$ cat src/rtl/handshake_responder_pkg.sv
// Shared types and constants for the four-phase handshake responder.
package handshake_responder_pkg;

    typedef enum logic [1:0] {
        IDLE  = 2'd0,
        DELAY = 2'd1,
        ACK   = 2'd2
    } state_e;

    localparam int unsigned ACK_DLY_MIN = 1;
    localparam int unsigned ACK_DLY_MAX = 2;
    localparam int unsigned DLY_W       = $clog2(ACK_DLY_MAX);

endpackage

$ cat src/rtl/handshake_responder_fifo.sv
// Capture buffer: power-of-two circular FIFO with occupancy count and registered valid.
module resp_fifo #(
    parameter int unsigned DATA_W = 8,
    parameter int unsigned DEPTH  = 4
) (
    input  logic                       clk,
    input  logic                       rst_n,
    input  logic                       push,
    input  logic [DATA_W-1:0]          push_data,
    input  logic                       pop,
    output logic                       out_valid,
    output logic [DATA_W-1:0]          out_data,
    output logic [$clog2(DEPTH+1)-1:0] count
);

    localparam int unsigned PTR_W = $clog2(DEPTH);
    localparam int unsigned CNT_W = $clog2(DEPTH + 1);

    logic [DATA_W-1:0] mem [DEPTH];
    logic [PTR_W-1:0]  wr_ptr;
    logic [PTR_W-1:0]  rd_ptr;
    logic [CNT_W-1:0]  count_nxt;
    logic              push_ok_c;
    logic              pop_ok_c;

    // A full buffer only accepts a push when the head leaves on the same edge.
    assign pop_ok_c  = pop & (count != '0);
    assign push_ok_c = push & ((count != CNT_W'(DEPTH)) | pop_ok_c);

    always_comb begin
        count_nxt = count;
        if (push_ok_c && !pop_ok_c) begin
            count_nxt = count + CNT_W'(1);
        end else if (pop_ok_c && !push_ok_c) begin
            count_nxt = count - CNT_W'(1);
        end
    end

    always_ff @(posedge clk or negedge rst_n) begin
        if (!rst_n) begin
            wr_ptr    <= '0;
            rd_ptr    <= '0;
            count     <= '0;
            out_valid <= 1'b0;
        end else begin
            if (push_ok_c) begin
                wr_ptr <= wr_ptr + PTR_W'(1);
            end
            if (pop_ok_c) begin
                rd_ptr <= rd_ptr + PTR_W'(1);
            end
            count     <= count_nxt;
            out_valid <= (count_nxt != '0);
        end
    end

    // Storage is not reset; out_valid qualifies it.
    always_ff @(posedge clk) begin
        if (push_ok_c) begin
            mem[wr_ptr] <= push_data;
        end
    end

    assign out_data = mem[rd_ptr];

endmodule

$ cat src/rtl/handshake_responder.sv
// Four-phase handshake responder: captures one payload per req pulse into a buffer.
module handshake_responder
    import handshake_responder_pkg::*;
#(
    parameter int unsigned DATA_W  = 8,
    parameter int unsigned DEPTH   = 4,
    parameter int unsigned ACK_DLY = 1
) (
    input  logic                       clk,
    input  logic                       rst_n,
    input  logic                       req,
    input  logic [DATA_W-1:0]          req_data,
    output logic                       ack,
    output logic                       out_valid,
    output logic [DATA_W-1:0]          out_data,
    input  logic                       out_ready,
    output logic [$clog2(DEPTH+1)-1:0] count,
    output logic                       proto_err
);

    localparam int unsigned CNT_W     = $clog2(DEPTH + 1);
    localparam int unsigned DLY_CLAMP = (ACK_DLY < ACK_DLY_MIN) ? ACK_DLY_MIN :
                                        (ACK_DLY > ACK_DLY_MAX) ? ACK_DLY_MAX : ACK_DLY;
    localparam logic [DLY_W-1:0] DLY_LOAD = DLY_W'(DLY_CLAMP - 1);

    state_e           state;
    state_e           state_nxt;
    logic [DLY_W-1:0] dly_cnt;
    logic [DLY_W-1:0] dly_cnt_nxt;
    logic             ack_nxt;
    logic             err_nxt;
    logic             push_c;
    logic             pop_c;
    logic             can_push_c;

    assign pop_c      = out_valid & out_ready;
    assign can_push_c = (count < CNT_W'(DEPTH)) | pop_c;

    always_ff @(posedge clk or negedge rst_n) begin
        if (!rst_n) begin
            state     <= IDLE;
            dly_cnt   <= '0;
            ack       <= 1'b0;
            proto_err <= 1'b0;
        end else begin
            state     <= state_nxt;
            dly_cnt   <= dly_cnt_nxt;
            ack       <= ack_nxt;
            proto_err <= err_nxt;
        end
    end

    // Room is reserved in IDLE; pops can only free more space before the push lands.
    always_comb begin
        state_nxt   = state;
        dly_cnt_nxt = dly_cnt;
        ack_nxt     = ack;
        err_nxt     = proto_err;
        push_c      = 1'b0;
        case (state)
            IDLE: begin
                ack_nxt = 1'b0;
                if (req && can_push_c) begin
                    state_nxt   = DELAY;
                    dly_cnt_nxt = DLY_LOAD;
                end
            end
            DELAY: begin
                if (!req) begin
                    state_nxt = IDLE;
                    ack_nxt   = 1'b0;
                    err_nxt   = 1'b1;
                end else if (dly_cnt == '0) begin
                    state_nxt = ACK;
                    ack_nxt   = 1'b1;
                    push_c    = 1'b1;
                end else begin
                    dly_cnt_nxt = dly_cnt - DLY_W'(1);
                end
            end
            ACK: begin
                if (!req) begin
                    state_nxt = IDLE;
                    ack_nxt   = 1'b0;
                end
            end
            default: begin
                state_nxt = IDLE;
                ack_nxt   = 1'b0;
            end
        endcase
    end

    resp_fifo #(
        .DATA_W (DATA_W),
        .DEPTH  (DEPTH)
    ) u_fifo (
        .clk       (clk),
        .rst_n     (rst_n),
        .push      (push_c),
        .push_data (req_data),
        .pop       (pop_c),
        .out_valid (out_valid),
        .out_data  (out_data),
        .count     (count)
    );

endmodule
$ cat config.mk
export PLATFORM = sky130hd
export DESIGN_NAME = handshake_responder
export DESIGN_NICKNAME = d
export VERILOG_FILES = /design/src/rtl/handshake_responder_pkg.sv /design/src/rtl/handshake_responder_fifo.sv /design/src/rtl/handshake_responder.sv
export SDC_FILE = /design/constraint.sdc
export NUM_CORES = 1
export LEC_CHECK = 0
export CORE_ASPECT_RATIO = 1.2
export CORE_UTILIZATION = 58
export DETAILED_ROUTE_END_ITERATION = 16
export PLACE_DENSITY = 0.93
export SLEW_MARGIN = 40
export SYNTH_ARGS = -nofsm -noshare
export SYNTH_HDL_FRONTEND = slang
export SYNTH_SLANG_ARGS = --single-unit
$ cat constraint.sdc
create_clock -name clk -period 5.8 [get_ports clk]
set_clock_uncertainty 0.05 [all_clocks]
set_input_delay 1.16 -clock clk [delete_from_list [all_inputs] [get_ports clk]]
set_output_delay 1.16 -clock clk [all_outputs]
set_load 0.005 [all_outputs]
* Word level (Yosys, flattened, before mapping)
Memories as Yosys holds them, arrays and structs flattened. Cells that the tools add are included.
Storage, ports and cells: bits in registers 13, bits in latches 0, bits in writable memories 32, ROM bits 0, input port bits 12, output and inout bits 14, word-level logic and storage cells 61, memories 1
Operators by class: add/sub/neg operators 5, multipliers 0, divide/modulo/power cells 0, magnitude comparators 1, equal/unequal tests 7, shift operators 0, mux-type cells 20, bitwise operators 6, reduce and logical (&&, ||, !) cells 13
Memories:
- u_fifo.mem | depth 4, width 8, rd ports 1, clocked after memory_dff 0, write ports 1, line handshake_responder_fifo.sv:19 | logic [DATA_W-1:0] mem [DEPTH];
Operator list (count):
- 1-bit 2-to-1 mux | 11
- 2-bit 2-to-1 mux | 4
- 3-bit 2-to-1 mux | 2
- 2-bit inequality test (second input constant) | 3
- 3-bit inequality test (second input constant) | 2
- 2-bit case mux with 3 select lines | 1
- 3-bit AND reduction | 2
- 3-bit nonzero test | 2
- 2-bit by 1-bit adder with 2-bit output (second input constant) | 2
- 1-bit case mux with 2 select lines | 2
- 2-bit AND reduction | 2
- 3-bit by 1-bit adder with 3-bit output (second input constant) | 1
- 1-bit AND | 3
- 1-bit logical AND | 3
- 3-bit < comparator (second input constant) | 1
- 3-bit by 1-bit subtractor with 3-bit output (second input constant) | 1
- 2-bit by 1-bit equality test with 1-bit output (second input constant) | 1
- 2-bit equality test (second input constant) | 1
- 1-bit logical NOT | 2
- 2-bit logical NOT | 1
- 1-bit OR | 2
- 2-bit nonzero test | 1
- 1-bit inverter | 1
- 1-bit subtractor (second input constant) | 1

* Longest topological paths before layout
Gate-level depths: netlist of the first run.
depth in word-level cells 9, mapped depth 6, depth with buffers taken out 6

* Modules after synthesis
Synthesis of the first run repeated with hierarchy kept, for this count alone.
Second synthesis, totals: cell total of the unflattened synthesis 112, area total of the unflattened synthesis 1868.0 um2
Modules (own cells, without submodules):
- resp_fifo | instances 1, cells each 97, area each 1700.4 um2, sequential area each 1161.1 um2
- handshake_responder | instances 1, cells each 15, area each 167.7 um2, sequential area each 100.1 um2

* Worst setup path before layout of the first run
No wires, ideal clock.
path kind in2reg, start input req, end memory u_fifo.mem[0][0], enable pin, library setup time 0.332 ns, arrival time 2.035 ns, required time 5.418 ns, path slack 3.384 ns, cell stages on the path 3, buffers on the path 0, path through nand3b_1 > a31oi_1 > and2_1
On the way: cells in the longest elaborated chain, start to end 5
RTL lines:
- from (decl) | line handshake_responder.sv:11 | input logic req,
- 1-bit 2-to-1 mux | line handshake_responder.sv:69 | if (!req) begin
- 1-bit 2-to-1 mux | line handshake_responder.sv:60 | case (state)
- 1-bit AND | line handshake_responder_fifo.sv:28 | assign push_ok_c = push & ((count != CNT_W'(DEPTH)) | pop_ok_c);
- 1-bit 2-to-1 mux | line handshake_responder_fifo.sv:59 | if (push_ok_c) begin
- 1-bit 2-to-1 mux (not written as such) | line handshake_responder_fifo.sv:60 | mem[wr_ptr] <= push_data;
- to (decl) | line handshake_responder_fifo.sv:19
Every way passes these cells.

* Final worst setup path of the first run
start register u_fifo.rd_ptr[0], end output out_data[4]
On the way: cells in the longest elaborated chain, start to end 1
RTL lines:
- from (decl) | line handshake_responder_fifo.sv:21 | logic [PTR_W-1:0] rd_ptr;
- from (signal assigned) | line handshake_responder_fifo.sv:50 | rd_ptr <= rd_ptr + PTR_W'(1);
- memory read 4 x 8 bit
- to (decl) | line handshake_responder.sv:15 | output logic [DATA_W-1:0] out_data,
Every way passes these cells.

==> results of run 1 <==
[power groups by stage]
stage	clock network [mW]	logic, mW	registers [mW]
2_1_floorplan	0	0.249	0.429
3_3_place_gp	0	0.345	0.464
3_5_place_dp	0	0.360	0.469
4_1_cts	0.140	0.362	0.462
5_1_grt	0.153	0.395	0.470
6_report	0.134	0.359	0.463
[layer usage]
metal,up-vias,global-route usage [%],part of all wire (%)
met4,0,15.7,2.0
met1,532,25.7,40
met2,43,35.5,53
li1,507,-,-
met5,-,0,0
met3,7,5.63,4.9
[synth_stat cells, types with 2 or more instances]
cell type   n  area share, %
ha_1        7            4.6
a21oi_1     2           0.53
and2_1      5            1.6
o21ai_0     4            1.1
mux4_2      8            9.5
nand3_1     2           0.53
nand2_1     4           0.79
edfxtp_1   32             50
xnor2_1     3            1.4
dfrtp_1    12             16
nor2_1      2           0.39
inv_1       6            1.2
nand3b_1    2           0.79
[logic make-up after synthesis]
group           count (synthesis)  share of synthesized area, %
flops                          44                          66.2
simple gates                   25                          8.48
compound gates                 17                          6.64
buf+inv                         9                          2.23
mux                             9                          9.99
fa+ha+maj                       7                          4.60
xor+xnor                        4                          1.84
[cell type report]
type / count / area [um^2]
Clock buffer: 7 / 45.0
Clock inverter: 1 / 5.00
Fill cell: 206 / 853
Inverter: 6 / 22.5
Multi-Input combinational cell: 62 / 601
Sequential cell: 44 / 1260
Tap cell: 36 / 45.0
Timing Repair Buffer: 25 / 250
[how the worst max path moves through the flow]
stage                                start                to  slack [ns]  cells past startpoint
after floorplan                        req  u_fifo.mem[0][0]        3.38                      3
after global placement                 req  u_fifo.mem[0][3]        2.64                      4
after detailed placement               req  u_fifo.mem[0][6]        2.54                      4
after CTS                 u_fifo.rd_ptr[0]       out_data[5]        2.43                      2
after global routing      u_fifo.rd_ptr[0]       out_data[2]        2.36                      2
final                     u_fifo.rd_ptr[0]       out_data[4]        2.50                      2
[stage by stage]
step	cells	setup WS (ns)	util (%)	area (um^2)
after floorplan	115	3.38	-	1900
after global placement	173	2.64	70.7	2180
after detailed placement	173	2.54	70.7	2180
after CTS	181	2.43	72.3	2230
after global routing	181	2.36	72.3	2230
final	181	2.50	72.3	2230
[cells in the final DEF, fill, tap and decap left out, drive strengths merged, types with 2 or more instances in the layout]
cell type      instances
edfxtp                32
clkdlybuf4s50         25
dfrtp                 12
mux4                   8
ha                     7
clkbuf                 7
inv                    6
and2                   5
nand2                  4
o21ai                  4
xnor2                  3
nand3b                 2
a21oi                  2
nand3                  2
nor2                   2
or4                    2
[sequential cells by signal (all words and copies together), names as in the netlist]
name and count:
u_fifo.mem 32, u_fifo.count 3, state 2, u_fifo.rd_ptr 2, u_fifo.wr_ptr 2, ack 1
proto_err 1, u_fifo.out_valid 1
==> impl_metrics.py, run 1 <==
metrics = {
    "logic_synthesis": {
        "synth_cell_type_count": 39,
        "synth.cell_area_mm2": 0.00190,
        "mean_post_synth_cell_area_um2": 16.6,
        "synth-seq-area-share_pct": 66.2,
        "async_flop_share_pct": 27.3,
        "synth_enable_flop_cells": 32,
        "syn-num-nets": 134,
        "number_of_warnings_issued_by_yosys": 0,
        "synthesis.instances": 115,
        "ys.flop_type": "edfxtp_1",
        "synth-seq-cells": 44,
    },
    "floorplan": {
        "fp.dieW_um": 54.3,
        "floorplan.core_area_mm2": 0.00308,
        "die-area_mm2": 0.00352,
        "die_h_um": 64.8,
        "num_io_pins": 26,
        "start_util_pct": 61.8,
        "row_count": 22,
    },
    "drt": {
        "first_iter_violations": 54,
        "route.final.wire_length_um": 3250,
        "detail_route.vias_per_cell": 6.02,
        "remaining_drc_errors": 0,
        "first_drt_pass_iteration_count": 4,
        "ant_nets": 0,
        "routed_len_inst_um": 18.0,
        "via_count": 1089,
    },
    "clock_tree": {
        "root_buffer": "clkbuf_4",
        "htree_levels": 2,
        "cts_tree": "done",
        "numClockSinks": 44,
        "postCtsSetupRepairBufs": 0,
        "cts_buffer_depth": 2,
        "cts-resized-gates": 0,
        "cts.reportedPaths.clkPinSlew_ns": 0.11,
        "insertion_delay_ns": 0.35,
        "hold_buffers": 0,
        "numCtsBuffers": 5,
    },
    "finish": {
        "share_of_final_layout_standard_cells_stronger_than_drive_strength_1_pct": 13.8,
        "flow.area_growth_from_synthesis_pct": 17.1,
        "n_antenna_cell": 0,
        "finish.net_count": 163,
    },
    "critical_path": {
        "critPathKind": "reg -> out",
        "critical-path-slowest-cell": "dfrtp_1",
        "timing.rr.start": "u_fifo.count[0]",
        "regToRegSetupSlack_ns": 3.60,
        "timing.critical_path.buf_inv": 1,
        "crit_path_start_kind": "flip-flop",
        "crit_required_ns": 4.59,
        "critPathArrivalTime_ns": 2.09,
        "critical_path.reg2reg.endpoint": "u_fifo.mem[3][4]",
        "r2r.worst_path.cells": 4,
        "crit_path_cell_trace": "mux4_2, clkdlybuf4s50_1",
        "setup.worst_path.end_class": "output pin",
        "critPathMaxFanout": 10,
        "crit_family": "flip-flops",
        "critical_path.max_stage_delay_ns": 0.71,
    },
    "grt": {
        "grt_remaining_overflow": 0,
        "pin_count_of_the_biggest_net_entering_global_routing": 14,
        "grt_antenna_before_repair": 0,
        "first_global_vias": 1096,
        "grt.total_usage_pct": 22.5,
        "grt_pass1_wl_um": 5230,
    },
    "timing": {
        "setup_viol": 0,
        "hold_viol_final": 0,
        "final_period_minus_worst_setup_slack_ns": 3.30,
        "finalHoldWorstSlack_ns": 0.459,
        "fmaxAchievable_ghz": 0.303,
        "worst-slew-pin-transition_ns": 0.553,
        "slew_headroom_pct": 63.0,
        "slew_viol_final": 0,
        "grt_setup_unrepaired": "no",
        "final_total_negative_setup_slack_ns": 0,
        "final.period_utilization_pct": 57.0,
    },
    "place": {
        "port_buffers": 25,
        "finalWeightedCongestion": 0.905,
        "detailedPlacementHpwl_um": 2480,
    },
    "power": {
        "power.density_mw_per_mm2": 429,
        "intPower_mw": 0.654,
        "p_sw_mw": 0.302,
        "power.share.combinational_pct": 37.6,
        "power_frac_clock_pct": 14.0,
        "power.leakage_nw": 0.799,
        "total_power_mw": 0.955,
        "share_seq_of_total_power_pct": 48.4,
        "ir_drop_uv": 335,
        "switching_share_pct": 31.6,
    },
    "run_status": {
        "status": "finished, final reports clean",
    },
    "job": {
        "maxCapViolations": 0,
    },
    "hold_path": {
        "holdCritStartpoint": "proto_err",
        "hold-path-cell-count": 1,
        "worst_hold_path_endpoint": "proto_err",
        "worstHoldPathType": "reg -> reg",
    },
}
Power figures use the tool's default switching activity.
==> run 2, diff against run 1 <==
- CORE_UTILIZATION: 58 -> 48
- PLACE_DENSITY: 0.93 -> 0.83
- clock period: 5.8 -> 2.7 ns (I/O delays scaled with it)
==> run 2 against run 1 <==
  * Critical path type unchanged
  * Combinational power increased by 120%
  * Clock-buffer cell count is 1 lower
  * Routed wire length is 0.68% lower
  * Largest power group unchanged
  * Sequential share of layout area fell by 2.4 points
  * Design area rose by 4.5%
  * Highest routed layer unchanged
  * Global-route usage decreased by 4.5 points
  * Total power up 140%
  * Via count up 1.8%
==> impl_metrics.py, run 2 (same netlist as run 1, synthesis figures left out) <==
metrics = {
    "clock_tree": {
        "numClockSinks": 44,
        "postCtsSetupRepairBufs": 0,
        "hold_buffers": 0,
        "htree_levels": 2,
        "numCtsBuffers": 5,
        "cts_buffer_depth": 2,
        "root_buffer": "clkbuf_8",
        "cts.reportedPaths.clkPinSlew_ns": 0.08,
        "cts_tree": "done",
        "cts-resized-gates": 0,
        "insertion_delay_ns": 0.29,
    },
    "power": {
        "power.density_mw_per_mm2": 974,
        "total_power_mw": 2.27,
        "ir_drop_uv": 452,
        "power.leakage_nw": 0.839,
    },
    "critical_path": {
        "crit_path_end": "out_data[3]",
        "timing.critical_path.buf_inv": 1,
        "timing.rr.start": "u_fifo.count[0]",
        "crit_path_start_kind": "flip-flop",
        "setup.worst_path.end_class": "output pin",
        "critPathKind": "reg -> out",
        "crit_path_cell_trace": "mux4_2, clkdlybuf4s50_1",
        "critical_path_cell_count": 2,
        "critPathArrivalTime_ns": 1.84,
        "crit_family": "flip-flops",
        "regToRegSetupSlack_ns": 0.52,
        "startpoint": "u_fifo.rd_ptr[0]",
        "critical_path.reg2reg.endpoint": "u_fifo.out_valid",
        "critical-path-slowest-cell": "dfrtp_2",
        "critPathMaxFanout": 9,
        "crit_required_ns": 2.11,
        "r2r.worst_path.cells": 6,
        "critical_path.max_stage_delay_ns": 0.55,
    },
    "floorplan": {
        "die-area_mm2": 0.00422,
        "fp.dieW_um": 59.5,
        "num_io_pins": 26,
        "floorplan.core_area_mm2": 0.00372,
        "row_count": 24,
        "start_util_pct": 51.1,
        "die_h_um": 71,
    },
    "finish": {
        "n_antenna_cell": 0,
        "layout_commonest_cell": "edfxtp_1",
        "share_of_final_layout_standard_cells_stronger_than_drive_strength_1_pct": 16.9,
        "top_regs": "u_fifo.mem x32, u_fifo.count x3",
        "layout_common_cells": "edfxtp_1 (32), clkdlybuf4s50_1 (25), dfrtp_1 (11)",
        "finish.utilization_pct": 62.6,
        "largest_register_ffs": 32,
        "finish.net_count": 166,
        "fin_area_mm2": 0.00233,
        "flow.area_growth_from_synthesis_pct": 22.4,
        "layout.cells.non_filler": 200,
        "regMostFlops": "u_fifo.mem",
    },
    "drt": {
        "routed_len_inst_um": 16.1,
        "remaining_drc_errors": 0,
        "first_iter_violations": 46,
        "route.final.wire_length_um": 3230,
        "via_count": 1109,
        "detail_route.vias_per_cell": 5.55,
        "ant_nets": 0,
        "first_drt_pass_iteration_count": 4,
    },
    "place": {
        "finalWeightedCongestion": 0.857,
        "detailedPlacementHpwl_um": 2310,
        "port_buffers": 25,
        "place.detailed.instances": 192,
        "placedInstanceArea_mm2": 0.00222,
        "dp_worst_setup_slack_ns": 0.237,
    },
    "run_status": {
        "status": "finished, final reports clean",
    },
    "grt": {
        "grt_pass1_wl_um": 5350,
        "grt.total_usage_pct": 18.0,
        "pin_count_of_the_biggest_net_entering_global_routing": 14,
        "grt_remaining_overflow": 0,
        "grt_antenna_before_repair": 0,
        "first_global_vias": 1089,
    },
    "timing": {
        "fmaxAchievable_ghz": 0.411,
        "hold_viol_final": 0,
        "worst_slack_ns": 0.265,
        "slew_headroom_pct": 62.1,
        "final_period_minus_worst_setup_slack_ns": 2.43,
        "slew_viol_final": 0,
        "setup_viol": 0,
        "grt_setup_unrepaired": "no",
        "final_total_negative_setup_slack_ns": 0,
        "finalHoldWorstSlack_ns": 0.429,
        "worst-slew-pin-transition_ns": 0.566,
        "final.period_utilization_pct": 90.2,
    },
    "hold_path": {
        "worstHoldPathType": "reg -> reg",
        "holdCritStartpoint": "proto_err",
    },
    "job": {
        "maxCapViolations": 0,
    },
}
## run 2: changes by cell type in the layout (fill, tap and decap cells not counted)
cell / before / now
clkbuf_1: 2 / 1
clkbuf_4: 5 / 0
clkbuf_8: 0 / 5
buf_4: 0 / 3
dfrtp_2: 0 / 1
bufinv_16: 0 / 1
dfrtp_1: 12 / 11
## run 2: area by class of cell
class | count | area (um^2)
clock inverters | 2 | 35.0
clock buffers | 6 | 72.6
inverters | 6 | 22.5
well taps | 52 | 65.1
multi-input cells | 62 | 601
flip-flops and latches | 44 | 1260
fillers | 290 | 1390
repair buffers | 28 | 273
## run 2: how the worst min path moves through the flow
| stage | end | cells after the start |
|---|---|---|
| 6_report | proto_err | 1 |
| 3_5_place_dp | proto_err | 1 |
| 2_1_floorplan | ack | 0 |
| 4_1_cts | proto_err | 1 |
| 3_3_place_gp | proto_err | 1 |
| 5_1_grt | proto_err | 1 |
## run 2: report_power, final
part           switching [mW]  total [mW]  internal, mW  leakage [nW]
Combinational           0.315       0.796         0.481         0.352
Sequential              0.150       0.992         0.842         0.432
Clock                   0.207       0.481         0.274        0.0552
## run 2: layer usage
layer,global-route usage (%),up-vias,part of all wire [%]
met5,0,-,0
li1,-,510,-
met1,21.5,547,40
met3,4.39,7,4.7
met4,7.75,0,2.1
met2,30.6,45,53
